### config.mk
export PLATFORM = sky130hd
export DESIGN_NAME = neural_layer_seq
export DESIGN_NICKNAME = d
export VERILOG_FILES = /design/src/rtl/neural_layer_seq.sv
export SDC_FILE = /design/constraint.sdc
export NUM_CORES = 1
export LEC_CHECK = 0
export ABC_CLOCK_PERIOD_IN_PS = 13900
export BUFFER_PORTS_ARGS = -buffer_cell sky130_fd_sc_hd__buf_4
export CORE_AREA = 2 2 156 158
export DETAILED_ROUTE_END_ITERATION = 16
export DIE_AREA = 0 0 158 160
export HOLD_SLACK_MARGIN = 0.15
export PLACE_DENSITY = 0.74
export SLEW_MARGIN = 40
export SYNTH_ARGS = -nofsm -noshare
export SYNTH_HDL_FRONTEND = slang
export SYNTH_SLANG_ARGS = --single-unit
### constraint.sdc
create_clock -name clk -period 13.9 [get_ports clk]
set_clock_uncertainty 0.2 [all_clocks]
set_input_delay 0 -clock clk [delete_from_list [all_inputs] [get_ports clk]]
set_output_delay 0 -clock clk [all_outputs]
set_load 0.005 [all_outputs]
### src/rtl/neural_layer_seq.sv
// neural_layer_seq: fully-connected layer that shares a single signed MAC across all neurons.
// Each neuron takes N_IN MAC cycles plus one activation cycle. Vectors enter and leave through valid/ready.
module neural_layer_seq #(
    parameter int INT_WIDTH  = 8,
    parameter int N_IN       = 4,
    parameter int N_OUT      = 2,
    parameter int W_WIDTH    = INT_WIDTH + 2,
    parameter int ACT_MODE   = 0,
    parameter int ADDR_WIDTH = (N_IN * N_OUT > 1) ? $clog2(N_IN * N_OUT) : 1
) (
    input  logic                         clk,
    input  logic                         rst,
    input  logic                         w_we,
    input  logic [ADDR_WIDTH-1:0]        w_addr,
    input  logic [W_WIDTH-1:0]           w_data,
    input  logic                         in_valid,
    output logic                         in_ready,
    input  logic [N_IN*INT_WIDTH-1:0]    in_data,
    output logic                         out_valid,
    input  logic                         out_ready,
    output logic [N_OUT*INT_WIDTH-1:0]   out_data
);

    localparam int IW    = (N_IN > 1) ? $clog2(N_IN) : 1;
    localparam int OW    = (N_OUT > 1) ? $clog2(N_OUT) : 1;
    localparam int ACC_W = INT_WIDTH + W_WIDTH + $clog2(N_IN) + 1;

    localparam logic signed [ACC_W-1:0] INT_MAX_S = ACC_W'(2 ** INT_WIDTH - 1);
    localparam logic signed [ACC_W-1:0] HALF_S    = ACC_W'((2 ** INT_WIDTH - 1) / 2);

    localparam logic [1:0] S_IDLE = 2'd0;
    localparam logic [1:0] S_MAC  = 2'd1;
    localparam logic [1:0] S_ACT  = 2'd2;
    localparam logic [1:0] S_OUT  = 2'd3;

    logic [1:0]                   state_q, state_d;
    logic [IW-1:0]                i_q, i_d;
    logic [OW-1:0]                o_q, o_d;
    logic signed [ACC_W-1:0]      acc_q, acc_d;
    logic [INT_WIDTH-1:0]         inLatch_q [N_IN];
    logic signed [W_WIDTH-1:0]    weight_q  [N_OUT][N_IN];
    logic [INT_WIDTH-1:0]         result_q  [N_OUT];

    logic signed [W_WIDTH-1:0]    wSel;
    logic signed [INT_WIDTH:0]    inExt;
    logic signed [ACC_W-1:0]      product;
    logic signed [ACC_W-1:0]      scaled;
    logic [INT_WIDTH-1:0]         actVal;
    logic                         accept;

    assign accept    = (state_q == S_IDLE) && in_valid;
    assign in_ready  = (state_q == S_IDLE);
    assign out_valid = (state_q == S_OUT);

    // Inputs are zero-extended so the unsigned activation multiplies correctly against a signed weight.
    always_comb begin
        wSel    = weight_q[o_q][i_q];
        inExt   = $signed({1'b0, inLatch_q[i_q]});
        product = ACC_W'(inExt) * ACC_W'(wSel);
        scaled  = acc_q >>> INT_WIDTH;
        actVal  = '0;
        if (ACT_MODE == 0) begin
            if (scaled < 0) begin
                actVal = '0;
            end else if (scaled > INT_MAX_S) begin
                actVal = INT_MAX_S[INT_WIDTH-1:0];
            end else begin
                actVal = scaled[INT_WIDTH-1:0];
            end
        end else begin
            actVal = (scaled > HALF_S) ? INT_MAX_S[INT_WIDTH-1:0] : '0;
        end
    end

    always_comb begin
        state_d = state_q;
        i_d     = i_q;
        o_d     = o_q;
        acc_d   = acc_q;
        case (state_q)
            S_IDLE: begin
                if (in_valid) begin
                    state_d = S_MAC;
                    i_d     = '0;
                    o_d     = '0;
                    acc_d   = '0;
                end
            end
            S_MAC: begin
                acc_d = acc_q + product;
                if (i_q == IW'(N_IN - 1)) begin
                    state_d = S_ACT;
                end else begin
                    i_d = i_q + 1'b1;
                end
            end
            S_ACT: begin
                acc_d = '0;
                i_d   = '0;
                if (o_q == OW'(N_OUT - 1)) begin
                    state_d = S_OUT;
                end else begin
                    o_d     = o_q + 1'b1;
                    state_d = S_MAC;
                end
            end
            S_OUT: begin
                if (out_ready) begin
                    state_d = S_IDLE;
                end
            end
            default: state_d = S_IDLE;
        endcase
    end

    always_ff @(posedge clk or negedge rst) begin
        if (!rst) begin
            state_q <= S_IDLE;
            i_q     <= '0;
            o_q     <= '0;
            acc_q   <= '0;
        end else begin
            state_q <= state_d;
            i_q     <= i_d;
            o_q     <= o_d;
            acc_q   <= acc_d;
        end
    end

    always_ff @(posedge clk or negedge rst) begin
        if (!rst) begin
            for (int i = 0; i < N_IN; i++) begin
                inLatch_q[i] <= '0;
            end
        end else if (accept) begin
            for (int i = 0; i < N_IN; i++) begin
                inLatch_q[i] <= in_data[i*INT_WIDTH +: INT_WIDTH];
            end
        end
    end

    // Writes land only in IDLE, so weights cannot shift under an in-flight vector; unmatched addresses fall through.
    always_ff @(posedge clk or negedge rst) begin
        if (!rst) begin
            for (int o = 0; o < N_OUT; o++) begin
                for (int i = 0; i < N_IN; i++) begin
                    weight_q[o][i] <= '0;
                end
            end
        end else if ((state_q == S_IDLE) && w_we) begin
            for (int o = 0; o < N_OUT; o++) begin
                for (int i = 0; i < N_IN; i++) begin
                    if (w_addr == ADDR_WIDTH'(o * N_IN + i)) begin
                        weight_q[o][i] <= w_data;
                    end
                end
            end
        end
    end

    always_ff @(posedge clk or negedge rst) begin
        if (!rst) begin
            for (int o = 0; o < N_OUT; o++) begin
                result_q[o] <= '0;
            end
        end else if (state_q == S_ACT) begin
            result_q[o_q] <= actVal;
        end
    end

    always_comb begin
        out_data = '0;
        for (int o = 0; o < N_OUT; o++) begin
            out_data[o*INT_WIDTH +: INT_WIDTH] = result_q[o];
        end
    end

endmodule

== Word level (Yosys, flattened, before mapping) ==
Cells that the tools add are included.

* Add/sub/neg operators: 3
* Multipliers: 1
* Div/mod/pow operators: 0
* Order comparisons: 5
* Eq/ne operators: 15
* Shifts and indexed selects: 0
* Multiplexer cells: 27
* Bitwise gates (word level): 2
* Reductions and logical operators: 19

{| class="wikitable"
|+ Operator list
! operator !! count
|-
| $mux W40 || 3
|-
| $pmux W21 S3 || 1
|-
| $mux W8 || 5
|-
| $add A21 B19 Y21 || 1
|-
| $mux W21 || 1
|-
| $bmux W10 S2 || 1
|-
| $mux W10 || 2
|-
| $reduce_and A2 Y1 || 10
|-
| $mul A9 B10 Y19 || 1
|-
| $bmux W8 S2 || 1
|-
| $bwmux W16 || 1
|-
| $gt A13 B9 Y1 const B || 1
|-
| $lt A13 B1 Y1 const B || 1
|-
| $eq A3 B3 Y1 const B || 4
|-
| $mux W2 || 6
|-
| $demux W8 S1 || 1
|-
| $pmux W2 S4 || 1
|-
| $eq A2 B2 Y1 const B || 3
|-
| $eq A3 B2 Y1 const B || 2
|-
| $ne A2 B2 Y1 const B || 3
|-
| $pmux W2 S3 || 1
|-
| $reduce_and A3 Y1 || 2
|-
| $eq A3 B1 Y1 const B || 1
|-
| $ge A3 B3 Y1 const B || 1
|-
| other kinds (15) || 18
|}

* Flip-flop bits (word level): 154
* Bits in latches: 0
* RAM bits: 0
* Bits in read-only memories: 0
* Input port bits: 50
* Output and inout port bits: 18
* Logic and storage cells: 90
* Memories: 0

== Logic depth before layout (Yosys ltp) ==
Gate-level depths: netlist of run 1.

* Depth after elaboration: 10
* Depth in mapped cells: 23
* Mapped depth without buffers: 22

== Least setup slack after synthesis of run 1 ==
OpenSTA, ideal clock, no wires.

* Path kind: register to register
* Start point: reg i_q[0]
* End point: reg acc_q[17]
* Setup time: 0.122 ns
* Arrival time: 5.795 ns
* Data required time: 13.578 ns
* Setup slack: 7.783 ns
* Stages on the path, launching flop included: 21
* Cell sequence: dfrtp_1 -> clkbuf_1 -> buf_1 -> mux4_2 -> mux2_2 -> and2_1 -> fa_1 -> fa_1 -> fa_1 -> fa_1 -> inv_1 -> fa_1 -> inv_1 -> ha_1 -> nand2_1 -> or2_1 -> o21bai_4 -> a21oi_2 -> o21a_1 -> or3_1 -> a32o_1

* Word-level cells in the longest chain between the ends: 7

{| class="wikitable"
|+ RTL lines
! what !! RTL line !! RTL
|-
| start, declared || 37 || <nowiki>logic [IW-1:0] i_q, i_d;</nowiki>
|-
| start signal, assigned || 124 || <nowiki>i_q <= i_d;</nowiki>
|-
| $not A2 Y3 (implied by the code) (*) || 57, 58 ||
|-
| $bmux W8 S2 or $bmux W10 S2 (tied branches) || 58, 57 ||
|-
| $mux W8 (implied by the code) or $mux W10 (tied branches) (2 in series) || 58, 57 ||
|-
| $mul A9 B10 Y19 (*) || 59 || <nowiki>product = ACC_W'(inExt) * ACC_W'(wSel);</nowiki>
|-
| $add A21 B19 Y21 (*) || 90 || <nowiki>acc_d = acc_q + product;</nowiki>
|-
| $pmux W21 S3 (*) || 80 || <nowiki>case (state_q)</nowiki>
|-
| end signal, assigned || 121 || <nowiki>acc_q <= '0;</nowiki>
|-
| end signal, assigned || 126 || <nowiki>acc_q <= acc_d;</nowiki>
|-
| end, declared || 39 || <nowiki>logic signed [ACC_W-1:0] acc_q, acc_d;</nowiki>
|}

Mark *: on every way between the ends. The rest lies on a longest branch, timed or not. The select of a mux whose other input is x is not followed.
A chain may end at the register's enable or synchronous reset.

== Final worst setup path of run 1 ==
* Start point: reg o_q
* End point: reg acc_q[17]

* Word-level cells in the longest chain between the ends: 10

{| class="wikitable"
|+ RTL lines
! what !! RTL line !! RTL
|-
| start, declared || 38 || <nowiki>logic [OW-1:0] o_q, o_d;</nowiki>
|-
| start signal, assigned || 120 || <nowiki>o_q <= '0;</nowiki>
|-
| start signal, assigned || 125 || <nowiki>o_q <= o_d;</nowiki>
|-
| $not A1 Y2 (implied by the code) || 57 || <nowiki>wSel = weight_q[o_q][i_q];</nowiki>
|-
| $mux W40 (implied by the code) (3 in series) || 57 ||
|-
| $bmux W10 S2 || 57 ||
|-
| $mux W10 (implied by the code) (2 in series) || 57 ||
|-
| $mul A9 B10 Y19 || 59 ||
|-
| $add A21 B19 Y21 || 90 ||
|-
| $pmux W21 S3 || 80 ||
|}

Every way passes these cells. The select of a mux whose other input is x is not followed.

==> results of run 1 <==
timing repair:
item / 4_1_cts / 5_1_grt
setup endpoints to repair: 0 / 0
hold buffers: 77 / 0
hold endpoints to repair: 200 / 0
stage by stage:
stage,setup slack (ns),instances,hold slack [ns]
floorplan,7.78,896,-0.496
detailed placement,6.98,1268,-0.0865
finish,6.96,1378,0.161
global placement,7.09,1268,-0.0994
CTS,6.93,1377,0.158
global route,6.60,1378,0.161
cells by family after synthesis:
group,share of synthesized area [%]
xor gates and xnor gates,1.25
and+or+nand+nor,7.94
muxes,19.6
buffers and inverters,5.86
adders and majority gates,21.9
AOI/OAI and AO/OA,6.71
DFF,36.7
cells in the final DEF, fill, tap and decap left out, drive strengths merged, types with 6 or more instances in the layout:
| cell | count |
|---|---|
| dlygate4sd3 | 76 |
| ha | 48 |
| clkbuf | 17 |
| inv | 142 |
| nand2 | 88 |
| clkinv | 6 |
| fa | 85 |
| buf | 73 |
| nor2 | 19 |
| xor2 | 8 |
| dfrtp | 154 |
| nand2b | 14 |
| o21ai | 46 |
| o21bai | 9 |
| mux4 | 26 |
| xnor2 | 7 |
| mux2i | 8 |
| nor2b | 32 |
| mux2 | 121 |
| a21oi | 17 |
routing by layer:
layer,global-route usage [%],routed length (µm),vias to the layer above,part of all wire (%)
met5,0,0,-,0
met4,8.03,848,0,3.6
met3,3.39,1060,50,4.5
met2,32.6,11400,185,48
met1,26.4,10200,3580,43
li1,-,-,3287,-
registers in the layout, summed over array words and instances (netlist names):
register	count
out_data	16
i_q	2
acc_q	21
weight_q	80
inLatch_q	32
o_q	1
state_q	2
area by class of cell:
cell class	instances	share of cell area, %
Inverter	134	3.93
Sequential cell	154	30.1
Antenna cell	1	0.0196
Clock buffer	17	3.33
Timing Repair Buffer	149	10.5
Clock inverter	15	1.70
Tap cell	324	3.17
Multi-Input combinational cell	584	47.3
synthesized netlist by cell type, drive strengths merged:
library cell / n / area [µm²]
dfrtp: 154 / 3850
inv: 134 / 503
mux2: 121 / 1360
nand2: 88 / 330
fa: 85 / 1700
ha: 48 / 601
o21ai: 46 / 230
nor2b: 32 / 200
mux4: 26 / 586
nor2: 19 / 71.3
a21oi: 17 / 96.4
nand2b: 14 / 87.6
buf: 13 / 71.3
clkbuf: 11 / 41.3
o21bai: 9 / 78.8
mux2i: 8 / 113
xor2: 8 / 70.1
xnor2: 7 / 61.3
a21o: 5 / 37.5
a31oi: 5 / 43.8
o21a: 5 / 37.5
and2: 4 / 25.0
and3: 4 / 25.0
nand3: 4 / 20.0
nand4: 4 / 25.0
a211oi: 3 / 27.5
a22o: 3 / 26.3
a32o: 3 / 30.0
or3: 3 / 18.8
nor3: 2 / 10.0
o31ai: 2 / 28.8
or2: 2 / 12.5
a2111o: 1 / 11.3
a2bb2oi: 1 / 8.76
nand3b: 1 / 7.51
o221ai: 1 / 15.0
o22ai: 1 / 6.26
o311a: 1 / 10.0
o41ai: 1 / 16.3
critical path, cell delays in order (launching register included):
cell                       delay, ns
sky130_fd_sc_hd__dfrtp_1        0.76
sky130_fd_sc_hd__buf_4          0.38
sky130_fd_sc_hd__mux4_2         0.54
sky130_fd_sc_hd__mux2i_2        0.41
sky130_fd_sc_hd__nand2b_1       0.20
sky130_fd_sc_hd__fa_1           0.41
sky130_fd_sc_hd__fa_1           0.49
sky130_fd_sc_hd__inv_1          0.05
sky130_fd_sc_hd__fa_1           0.50
sky130_fd_sc_hd__fa_1           0.54
sky130_fd_sc_hd__inv_1          0.05
sky130_fd_sc_hd__fa_1           0.50
sky130_fd_sc_hd__inv_1          0.04
sky130_fd_sc_hd__ha_1           0.37
sky130_fd_sc_hd__a21oi_2        0.18
sky130_fd_sc_hd__nor2b_1        0.08
sky130_fd_sc_hd__a31oi_2        0.27
sky130_fd_sc_hd__a21oi_2        0.11
sky130_fd_sc_hd__o21a_1         0.21
sky130_fd_sc_hd__or3_1          0.31
sky130_fd_sc_hd__a32o_1         0.25
worst max path at each step:
stage | start | end | slack (ns) | cells after the start
global route | o_q | acc_q[17] | 6.60 | 20
CTS | o_q | acc_q[17] | 6.93 | 20
global placement | o_q | acc_q[17] | 7.09 | 20
floorplan | i_q[0] | acc_q[17] | 7.78 | 20
finish | o_q | acc_q[17] | 6.96 | 20
detailed placement | o_q | acc_q[17] | 6.98 | 20
==> parameters.txt, run 1 <==
Parameter                              Value

Status
  Status    finished clean

Routing
  Drc violations    0
  Routed wire length per instance    17.0 µm
  Routed via count    roughly 7100
  Number of antenna-violating nets in the routed design    0
  Initial DRC count    367
  Pre-Repair DR Iteration Count    5
  DRT Wirelength    approximately 23000 µm
  Drt via density    just over 5

STA
  Number of slew-limit violations in the final report    0
  Setup tns final    0 ns
  Relative slew margins    43.3%
  Final period demand of the worst path    6.94 ns
  Final hold violation count    0
  Fmax    144 MHz
  RSZ-0062 raised after global routing    no
  Part of the cycle the worst path needs    49.9%
  Tightest Pin Transition    0.845 ns
  Final setup violation count    0

Run
  Max-cap violations    0

Setup path
  Critical R2R Capture    acc_q[17]
  R2R depth    20
  Required time worst endpoint    14.03 ns
  Setup slack of the most critical reg-to-reg path    6.96 ns
  Setup crit end kind    flip-flop
  Crit path max fanout    14
  Type of the setup path with the least slack    reg -> reg
  Startpoint of the lowest-slack register-to-register path    o_q
  CP Launch Type    flip-flop
  Arrival time at the worst endpoint    7.07 ns

Worst hold path
  Worst Hold Endpoint    weight_q[46]
  Worst Hold Depth    3
  Hold wc startpoint    w_addr[0]
  Worst Hold Class    in -> reg

Place
  IO buf count    67
  Placed Area    11300 µm²
  Detailed Place HPWL    about 16000 µm
  Routability congestion estimate    0.890

GRT
  Combined global-route utilization of all metal layers    19.9%
  First-pass GRT wire length    about 40000 µm
  Final global-route overflow total    0
  Maximum number of pins on one net before global-route repair    86
  Number of antenna violations at the first check in global routing    1
  Number of global-route vias before repair    roughly 7600

Synth
  Area of the mapped netlist    10500 µm²
  Mapped Cells    approximately 900
  Post-synthesis area per instance    around 12 µm²
  Proportion of synthesized chip area in sequential cells    36.7%
  FF+latch count, synth    154
  Syn nets    1079
  Number of distinct library cells after synthesis    51
  Count of synthesis-stage warnings from yosys    0

Cells and area
  Core occupancy in the finished layout    53.7%
  Multi-input logic area    between 6000 and 7000 µm²
  Area growth, synth to finish    21.8%
  Filler Cell Count    ~2000
  Fin area    12800 µm²
  Sequential cell area    3850 µm²
  Layout cells sized above 1    25.6%
  Number of nets in the layout    1223

CTS
  Post-CTS repair timing setup buffer count    0
  Clock buffer depth    2
  Number of sinks driven by the clock tree    154
  Number of gates resized after cts    0
  CTS buffer count    17
  Number of H-tree levels    4
  Clock latency on the worst-skew pair    approximately 0.44 ns
  Clock transition at the register clock pins on the worst setup and hold paths after CTS    0.08 ns
  Clock tree from TritonCTS    done
  Root Driver    sky130_fd_sc_hd__clkbuf_16

Floorplan
  Chip width    158 µm
  Die height    160 µm
  Starting Density    roughly 44%
  Floorplan die area    25300 µm²
  Core Footprint    23800 µm²
  Top Ports    68
  Num rows    57
Power of run 1 is left out: the tool's default activity adds up to more than one toggle a clock period on the data nets, which glitch-free logic cannot reach.
==> run 2: changes to the inputs <==
- ABC_CLOCK_PERIOD_IN_PS: 13900 -> 7200
- clock period: 13.9 -> 7.2 ns (I/O delays scaled with it)
==> parameters.txt, run 2 (synthesis results as in run 1) <==
Parameter                              Value

Cells and area
  Antenna cells    0
  Layout cells sized above 1    roughly a quarter
  Multi-input logic area    ~6000 µm²
  Sequential cell area    3850 µm²
  Area growth, synth to finish    22.0%
  Flip-flop count of the largest register, all copies and words added    80
  Commonest non-fill, non-tap cell in the layout    sky130_fd_sc_hd__dfrtp_1
  Register ranked first by flip-flop count    weight_q
  Largest regs    weight_q (80), inLatch_q (32), acc_q (21)
  Top library cells by usage in the layout, fill and taps aside    154 x sky130_fd_sc_hd__dfrtp_1, 134 x sky130_fd_sc_hd__inv_1, 121 x sky130_fd_sc_hd__mux2_2, 88 x sky130_fd_sc_hd__nand2_1, 85 x sky130_fd_sc_hd__fa_1
  Number of nets in the layout    1227
  Filler Cell Count    1965

Routing
  Pre-Repair DR Iteration Count    5
  Initial DRC count    402
  Drt via density    5.11
  Number of antenna-violating nets in the routed design    0
  Routed wire length per instance    between 15 and 20 µm
  DRT Wirelength    22700 µm
  Drc violations    0
  Routed via count    approximately 7100

CTS
  Hold-fix buffers, CTS    77
  Root Driver    sky130_fd_sc_hd__clkbuf_16
  Number of sinks driven by the clock tree    ~150
  Post-CTS repair timing setup buffer count    0
  Clock latency on the worst-skew pair    0.44 ns
  Clock transition at the register clock pins on the worst setup and hold paths after CTS    0.08 ns
  Clock tree from TritonCTS    done
  Number of gates resized after cts    0
  Number of H-tree levels    4
  Clock buffer depth    2
  CTS buffer count    17

Floorplan
  Floorplan die area    25300 µm²
  Chip width    158 µm
  Num rows    57
  Top Ports    68
  Die height    160 µm
  Core Footprint    23800 µm²
  Starting Density    44.1%

STA
  Relative slew margins    47.3%
  Number of slew-limit violations in the final report    0
  Final period demand of the worst path    6.59 ns
  Fmax    152 MHz
  Final setup violation count    0
  RSZ-0062 raised after global routing    no
  Part of the cycle the worst path needs    91.5%
  Final hold violation count    0
  Setup tns final    0 ns
  Tightest Pin Transition    about 0.79 ns

Setup path
  Setup crit end kind    flip-flop
  Crit path max fanout    24
  CP Launch Type    flip-flop
  R2R depth    20
  Arrival time at the worst endpoint    6.67 ns
  Required time worst endpoint    7.28 ns
  Type of the setup path with the least slack    reg -> reg

Status
  Status    finished clean

GRT
  Global-route met3 utilization    2.88%
  GR Layer Usage met1    around a quarter
  First-pass GRT wire length    38400 µm
  Busiest layer in global routing    met2
  Routing usage on met2    31.6%
  Combined global-route utilization of all metal layers    19.4%
  Maximum number of pins on one net before global-route repair    99
  Number of antenna violations at the first check in global routing    0
  Number of global-route vias before repair    7548
  Final global-route overflow total    0

Place
  IO buf count    67
  Detailed Place HPWL    around 16000 µm
  Routability congestion estimate    0.878

Worst hold path
  Worst Hold Depth    3
  Worst Hold Class    in -> reg

Run
  Max-cap violations    0
run 2: path summary, 6_finish.rpt:
check | start | to | slack, ns
min reg2reg | out_data[7] | out_data[7] | 0.28
max | o_q | acc_q[19] | 0.61
max in group asynchronous | rst | weight_q[59] | 5.64
min | in_data[8] | inLatch_q[16] | 0.17
min in group asynchronous | rst | out_data[14] | 0.55
max reg2reg | o_q | acc_q[19] | 0.61
run 2: final cells by class:
class                   instances  area share [%]
multi-input cells             584            47.2
flip-flops and latches        154            30.1
repair buffers                153            10.7
inverters                     134            3.93
clock buffers                  17            3.32
well taps                     324            3.16
clock inverters                15            1.67
run 2: per-stage QoR:
stage | setup WS [ns] | instance area (µm²) | util, % | cells | hold slack, ns
2_1_floorplan | 1.08 | 10500 | - | 896 | -0.496
3_3_place_gp | 0.735 | 11400 | 47.7 | 1272 | -0.0491
3_5_place_dp | 0.655 | 11400 | 47.8 | 1272 | -0.122
4_1_cts | 0.616 | 12800 | 53.8 | 1381 | 0.151
5_1_grt | 0.290 | 12800 | 53.8 | 1381 | 0.160
6_report | 0.611 | 12800 | 53.8 | 1381 | 0.166
run 2: per-layer routing:
metal / vias up / part of all wire [%]
met1: 3529 / 45
met4: 0 / 2.7
met2: 180 / 49
met3: 48 / 3.5
met5: - / 0
li1: 3295 / -
run 2: critical path: stages, from the launching register on:
cell and delay, ns:
sky130_fd_sc_hd__dfrtp_1 0.33, sky130_fd_sc_hd__buf_4 0.38, sky130_fd_sc_hd__mux4_2 0.57, sky130_fd_sc_hd__mux2_2 0.35
sky130_fd_sc_hd__nand2_1 0.19, sky130_fd_sc_hd__fa_1 0.54, sky130_fd_sc_hd__fa_1 0.54, sky130_fd_sc_hd__inv_1 0.06
sky130_fd_sc_hd__fa_1 0.48, sky130_fd_sc_hd__fa_1 0.49, sky130_fd_sc_hd__inv_1 0.05, sky130_fd_sc_hd__fa_1 0.49
sky130_fd_sc_hd__inv_1 0.04, sky130_fd_sc_hd__ha_1 0.36, sky130_fd_sc_hd__a21o_1 0.22, sky130_fd_sc_hd__a31oi_1 0.15
sky130_fd_sc_hd__o21ai_0 0.13, sky130_fd_sc_hd__a2111o_1 0.40, sky130_fd_sc_hd__o22ai_1 0.20, sky130_fd_sc_hd__xor2_1 0.16
sky130_fd_sc_hd__o21ai_0 0.08
Power of run 2 is left out for the same reason.
